$ cat config.mk
export PLATFORM = sky130hd
export DESIGN_NAME = multicycle_ctrl
export DESIGN_NICKNAME = d
export VERILOG_FILES = /design/src/rtl/multicycle_ctrl.sv
export SDC_FILE = /design/constraint.sdc
export NUM_CORES = 1
export LEC_CHECK = 0
export CORE_MARGIN = 2
export CORE_UTILIZATION = 32
export DETAILED_ROUTE_END_ITERATION = 16
export GPL_ROUTABILITY_DRIVEN = 0
export HOLD_SLACK_MARGIN = 0.1
export PLACE_DENSITY = 0.74
export SYNTH_ARGS = -nofsm -noshare
export SYNTH_HDL_FRONTEND = slang
export SYNTH_SLANG_ARGS = --single-unit
$ cat constraint.sdc
create_clock -name clk -period 1.5 [get_ports clk]
set_clock_uncertainty 0.1 [all_clocks]
set_input_delay 0.375 -clock clk [delete_from_list [all_inputs] [get_ports clk]]
set_output_delay 0.375 -clock clk [all_outputs]
set_load 0.05 [all_outputs]
$ cat src/rtl/multicycle_ctrl.sv
// Multicycle RV32I control FSM: FETCH/DECODE/EXEC/MEM/WB sequencing of the shared datapath.
// Optional macro ILLEGAL_TRAP_EN: unknown opcodes trap (sticky illegal_instr) instead of acting as NOP.
module multicycle_ctrl (
  input  logic       clk,
  input  logic       rst,
  input  logic [6:0] opcode,
  input  logic       mem_ready,
  input  logic       branch_taken,
  output logic       mem_req,
  output logic       mem_we,
  output logic       iord,
  output logic       ir_we,
  output logic       pc_we,
  output logic [1:0] pc_sel,
  output logic [1:0] alu_a_sel,
  output logic       alu_b_sel,
  output logic [1:0] alu_op,
  output logic       reg_we,
  output logic [1:0] wb_sel,
  output logic [2:0] state_o,
  output logic       illegal_instr
);

  localparam logic [2:0] S_FETCH  = 3'd0;
  localparam logic [2:0] S_DECODE = 3'd1;
  localparam logic [2:0] S_EXEC   = 3'd2;
  localparam logic [2:0] S_MEM    = 3'd3;
  localparam logic [2:0] S_WB     = 3'd4;
  localparam logic [2:0] S_TRAP   = 3'd5;

  localparam logic [6:0] OP_R      = 7'b0110011;
  localparam logic [6:0] OP_I      = 7'b0010011;
  localparam logic [6:0] OP_LOAD   = 7'b0000011;
  localparam logic [6:0] OP_STORE  = 7'b0100011;
  localparam logic [6:0] OP_BRANCH = 7'b1100011;
  localparam logic [6:0] OP_JAL    = 7'b1101111;
  localparam logic [6:0] OP_JALR   = 7'b1100111;
  localparam logic [6:0] OP_LUI    = 7'b0110111;
  localparam logic [6:0] OP_AUIPC  = 7'b0010111;

  logic [2:0] state, state_nxt;
  logic       known;

  always_comb begin
    known = 1'b0;
    case (opcode)
      OP_R, OP_I, OP_LOAD, OP_STORE, OP_BRANCH,
      OP_JAL, OP_JALR, OP_LUI, OP_AUIPC: known = 1'b1;
      default: known = 1'b0;
    endcase
  end

  always_comb begin
    state_nxt = state;
    mem_req   = 1'b0;
    mem_we    = 1'b0;
    iord      = 1'b0;
    ir_we     = 1'b0;
    pc_we     = 1'b0;
    pc_sel    = 2'd0;
    alu_a_sel = 2'd0;
    alu_b_sel = 1'b0;
    alu_op    = 2'd0;
    reg_we    = 1'b0;
    wb_sel    = 2'd0;
    state_o   = state;
    case (state)
      S_FETCH: begin
        mem_req = 1'b1;
        if (mem_ready) begin
          ir_we     = 1'b1;
          state_nxt = S_DECODE;
        end
      end
      S_DECODE: begin
        if (known) begin
          state_nxt = S_EXEC;
        end else begin
`ifdef ILLEGAL_TRAP_EN
          state_nxt = S_TRAP;
`else
          pc_we     = 1'b1;
          state_nxt = S_FETCH;
`endif
        end
      end
      S_EXEC: begin
        state_nxt = S_WB;
        case (opcode)
          OP_R: alu_op = 2'd1;
          OP_I: begin alu_b_sel = 1'b1; alu_op = 2'd1; end
          OP_LUI: begin alu_a_sel = 2'd2; alu_b_sel = 1'b1; end
          OP_AUIPC: begin alu_a_sel = 2'd1; alu_b_sel = 1'b1; end
          OP_LOAD, OP_STORE: begin alu_b_sel = 1'b1; state_nxt = S_MEM; end
          OP_BRANCH: begin
            alu_op    = 2'd2;
            pc_we     = 1'b1;
            pc_sel    = branch_taken ? 2'd1 : 2'd0;
            state_nxt = S_FETCH;
          end
          OP_JAL: begin
            reg_we = 1'b1; wb_sel = 2'd2; pc_we = 1'b1; pc_sel = 2'd1;
            state_nxt = S_FETCH;
          end
          OP_JALR: begin
            alu_b_sel = 1'b1;
            reg_we = 1'b1; wb_sel = 2'd2; pc_we = 1'b1; pc_sel = 2'd2;
            state_nxt = S_FETCH;
          end
          default: state_nxt = S_FETCH;
        endcase
      end
      S_MEM: begin
        // ALU keeps forming rs1+imm so the address stays stable across wait cycles
        mem_req   = 1'b1;
        iord      = 1'b1;
        mem_we    = (opcode == OP_STORE);
        alu_b_sel = 1'b1;
        if (mem_ready) begin
          if (opcode == OP_STORE) begin
            pc_we     = 1'b1;
            state_nxt = S_FETCH;
          end else begin
            state_nxt = S_WB;
          end
        end
      end
      S_WB: begin
        reg_we    = 1'b1;
        wb_sel    = (opcode == OP_LOAD) ? 2'd1 : 2'd0;
        pc_we     = 1'b1;
        state_nxt = S_FETCH;
      end
      S_TRAP:  state_nxt = S_TRAP;
      default: state_nxt = S_FETCH;
    endcase
    if (rst) begin
      mem_req = 1'b0; mem_we = 1'b0; iord = 1'b0; ir_we = 1'b0; pc_we = 1'b0;
      pc_sel = 2'd0; alu_a_sel = 2'd0; alu_b_sel = 1'b0; alu_op = 2'd0;
      reg_we = 1'b0; wb_sel = 2'd0; state_o = 3'd0;
    end
  end

  always_ff @(posedge clk) begin
    if (rst) state <= S_FETCH;
    else     state <= state_nxt;
  end

`ifdef ILLEGAL_TRAP_EN
  logic ill_q, ill_set;
  assign ill_set       = (state == S_DECODE) && !known;
  assign illegal_instr = !rst && (ill_q || ill_set);

  always_ff @(posedge clk) begin
    if (rst) ill_q <= 1'b0;
    else     ill_q <= ill_q | ill_set;
  end
`else
  assign illegal_instr = 1'b0;
`endif

endmodule

==> run metrics, run 1 <==
mean post-synth cell area 7.042 um2; worst slack, placed -0.9222 ns; CTS max path bufs 2; postcts setup bufs 13; clock sinks 3; Synth area leader dfxtp_1; largest cells by area after synthesis dfxtp_1, nor2_1, nor2b_1, a2111oi_4, nor4b_4; width of the die 43.25 um; Mapped Cells 70; syn_nets 81; stop err [ERROR DPL-0038] Utilization greater than 100%, impossible to legalize; Die Y roughly 43 um; row cnt 14; CTS Buf Count 3; post-synth cell types 34; hold_buf cts 0; IO Count 30; failing step 4_1_cts; CTS root buf clkbuf_4; outcome stopped before the end; Mapped Area 493.0 um2; YS warnings 0; Seq/Total Area, Yosys roughly 12%; Yosys reg bits 3; Post-CTS Resized 57; Synth top area share ~12%; Initial Util 33.50%; port buffer count 28; number of H-tree levels 1; hpwl dp 2084 um
stage by stage:
step	instance area (um2)	std cells	utilization, %	setup TNS (ns)	hold slack, ns
floorplan	638.1	70	-	-5.316	0.3819
global placement	1319	144	89.63	-15.01	0.5341
detailed placement	1319	144	89.63	-15.63	0.5574
cell families after synthesis:
family | Yosys count | synth area share, %
simple gates | 45 | 57.11
compound gates | 14 | 22.84
flops | 3 | 12.18
other cells | 1 | 0.7607
buf+inv | 7 | 7.104
cell usage after synthesis, drive strengths merged:
cell type / number
nand4b: 1
and4: 2
nor4b: 1
conb: 1
nand2b: 1
nor2b: 5
nand2: 4
nor4: 3
buf: 3
and3: 1
and3b: 1
a311o: 1
o21ai: 3
and2b: 1
nor2: 13
and4b: 2
a22oi: 1
a221o: 1
nor3: 2
a2111oi: 1
nand3: 3
inv: 3
clkbuf: 1
a21oi: 4
nand4: 2
a22o: 1
dfxtp: 3
nor3b: 1
nand3b: 2
o22ai: 2
==> run 2: changes to the inputs <==
CORE_AREA = 2 2 63 65   (was not set)
CORE_MARGIN = not set   (was 2)
CORE_UTILIZATION = not set   (was 32)
DIE_AREA = 0 0 65 67   (was not set)
HOLD_SLACK_MARGIN = not set   (was 0.1)
PLACE_DENSITY = not set   (was 0.74)
PLACE_DENSITY_LB_ADDON = 0.15   (was not set)
clock period = 2 ns   (was 1.5 ns; I/O delays follow)
==> run 2 against run 1 <==
Net effect: the flow now finishes, with violations (negative setup slack); synthesized area unchanged; synthesized cell count stayed put.
==> run metrics, run 2 <==
outcome complete, but fails checks (was stopped before the end); failing checks negative setup slack; DRT iter0 DRCs 23; clock sinks 3 (unchanged); mean post-synth cell area 7.042 um2 (unchanged); Clk pwr share 45.7%; HP Class reg -> reg; clk_lat worst skew 0.22 ns; clk slew on worst S/H paths roughly 0.030 ns; crit path kind in -> out; Wirelength per Cell 11.99 um; Comb pwr share around two fifths; CTS root buf clkbuf_8 (was clkbuf_4); Die Footprint 4355 um2; crit-path max cell delay 0.22 ns; Die Y 67 um (was 43.25 um); P_sw 0.1184 mW; Max Cap Viol 0; crit path capture pc_sel[0]; IO Count 30 (unchanged); ys async rst share 0% (unchanged); YS warnings 0 (unchanged); core area about 3600 um2; first-pass GRT wire length 3657 um; CTS Buf Count 3 (unchanged); Pleak about 0.63 nW; Yosys reg bits 3 (unchanged); sequential share of power 16.0%; port buffer count 28 (unchanged); worst path cell trace buf_6, and2b_2, nand4_1, buf_6, nor2_4, a22o_4, buf_12; data arrival time of the critical path 1.64 ns; row cnt 22 (was 14); Register Area 61.31 um2; Slowest cell on crit path and2b_2; critical path depth 7; most frequent cells in the layout buf_4, buf_12, buf_6; Vias a little over 800; number of H-tree levels 1 (unchanged); CTS tree yes; antenna violations before repair 0; post-route antenna net violation count 0; most frequent CP cell buf_6; drt first pass iters 4; Regs by FF count state (3); vias in the first global route 869; Routed WL 2243 um; Sw Share 30.22%; cell family with most CP delay simple AND/OR/NAND/NOR gates; R2R Path End state[1]$_SDFFE_PP0P_; Seq/Total Area, Yosys 12.18% (unchanged); CP endpoint kind output port; most frequent cell after synthesis nor2_1 (unchanged); fin crit period roughly 2.2 ns; synth cell count leaders nor2_1, nor2b_1, a21oi_1 (unchanged); max reg flops 3; Layout Cells excl Fill 187; drt via density 4.342; top_reg_cell synth dfxtp_1 (unchanged); Global Route Usage Sum 10.85%; width of the die 65 um (was 43.25 um); Pwr Density 255.9 nW/um2; Critical path origin opcode[4]; f_max 446.3 MHz; syn_nets 81 (unchanged); Synth area leader dfxtp_1 (unchanged); period utilization 112.0%; Slew Viols, Final 0; CP Data Required Time roughly 1.4 ns; Mapped Cells 70 (unchanged); share of cells above drive strength 1 a little under three quarters; Hold Vio Cnt, Final 0; Worst IR Drop VDD 0.1312 mV; Diodes inserted 0; Post-synth EDFFs 0 (unchanged); crit path buf inv count 3; Top reg by flops state; post-synth cell types 34 (unchanged); number of fill cells 355; Multi-input gate area 546.8 um2; Mapped Area 493.0 um2 (unchanged); largest cells by area after synthesis dfxtp_1, nor2_1, nor2b_1, a2111oi_4, nor4b_4 (unchanged); R2R setup slack 0.75 ns; commonest non-fill, non-tap cell in the layout buf_4; Synth top area share 12.18% (unchanged); Pwr Total 0.3920 mW; hold_buf cts 0 (unchanged); GR Overflow Total 0; cell internal pwr 0.2735 mW; Total Neg Setup Slack -1.882 ns; worst setup margin -0.2407 ns; Layout area overhead 210.7%; Cells after DPL 176 (was 144); hold_sp state[1]$_SDFFE_PP0P_; critical path fanouts, max 3; Setup crit start kind primary input; pin count of the biggest net entering global routing 11; Initial Util 13.67% (was 33.50%); hpwl dp 1815 um (was 2084 um); RSZ-0062 raised after global routing true; CTS max path bufs 2 (unchanged); final hold slack about 0.57 ns; drc violations 0; fin nets 151; reg2reg start state[0]$_SDFFE_PP0P_; # setup viols final 12; R2R cell count 6
## run 2: worst min-delay path by stage
stage / endpoint / slack (ns) / cells past startpoint
4_1_cts: state[2]$_SDFFE_PP0P_ / 0.57 / 3
6_report: state[2]$_SDFFE_PP0P_ / 0.57 / 3
3_3_place_gp: state[2]$_SDFFE_PP0P_ / 0.56 / 3
5_1_grt: state[2]$_SDFFE_PP0P_ / 0.61 / 3
3_5_place_dp: state[2]$_SDFFE_PP0P_ / 0.57 / 3
2_1_floorplan: state[0]$_SDFFE_PP0P_ / 0.45 / 2
## run 2: worst register-to-register path: stages (launching register included)
cell	delay (ns)
dfxtp_1	0.36
buf_4	0.18
inv_2	0.05
buf_4	0.14
nor2_4	0.13
a21oi_1	0.06
o22ai_1	0.14
## run 2: layer usage
| layer | vias to the layer above | routed length [um] | track usage, % | share of wire, % |
|---|---|---|---|---|
| li1 | 399 | - | - | - |
| met1 | 384 | 886 | 11.24 | 40 |
| met2 | 26 | 1171 | 20.36 | 52 |
| met3 | 3 | 159 | 3.378 | 7.1 |
| met4 | 0 | 25 | 3.989 | 1.1 |
| met5 | - | 0 | 0 | 0 |
## run 2: metrics by stage
step / worst slack (ns) / util (%) / cell area, um2
after floorplan: -0.5490 / - / 583.1
after global placement: -0.6980 / 37.02 / 1335
after detailed placement: -0.7287 / 37.02 / 1335
after CTS: -0.2652 / 41.46 / 1495
after global routing: -0.3042 / 42.47 / 1531
final: -0.2407 / 42.47 / 1531
## run 2: cell type report
type,count,area share (%)
Timing Repair Buffer,69,52.45
Tap cell,48,3.922
Clock buffer,4,2.941
Inverter,3,0.9804
Multi-Input combinational cell,60,35.70
Sequential cell,3,4.003
## run 2: cells by family after synthesis
group | after synthesis | synth area share [%]
other | 1 | 0.7607
buffers and inverters | 7 | 7.104
AO/OA/AOI/OAI | 14 | 22.84
flip-flops | 3 | 12.18
AND/OR/NAND/NOR | 45 | 57.11
## run 2: power groups by stage
stage | sequential, mW | clock [mW] | combinational, mW
after CTS | 0.0630 | 0.182 | 0.148
after global placement | 0.0636 | 0 | 0.135
after detailed placement | 0.0638 | 0 | 0.137
final | 0.0629 | 0.179 | 0.150
after floorplan | 0.0647 | 0 | 0.0515
after global routing | 0.0631 | 0.192 | 0.159
## run 2: repair_timing
item,4_1_cts,5_1_grt
gates cloned,0,0
hold endpoints to repair,0,0
setup endpoints to repair,18,15
gates resized for setup,61,10
pin swaps,23,8
setup buffers,8,2
Note: power is estimated with default switching activity, not from simulation.
==> run 3: changes to the inputs <==
HOLD_SLACK_MARGIN = 0.12   (was not set)
==> results of run 3 <==
Final layout, timing and power as in run 2 (identical DEF).
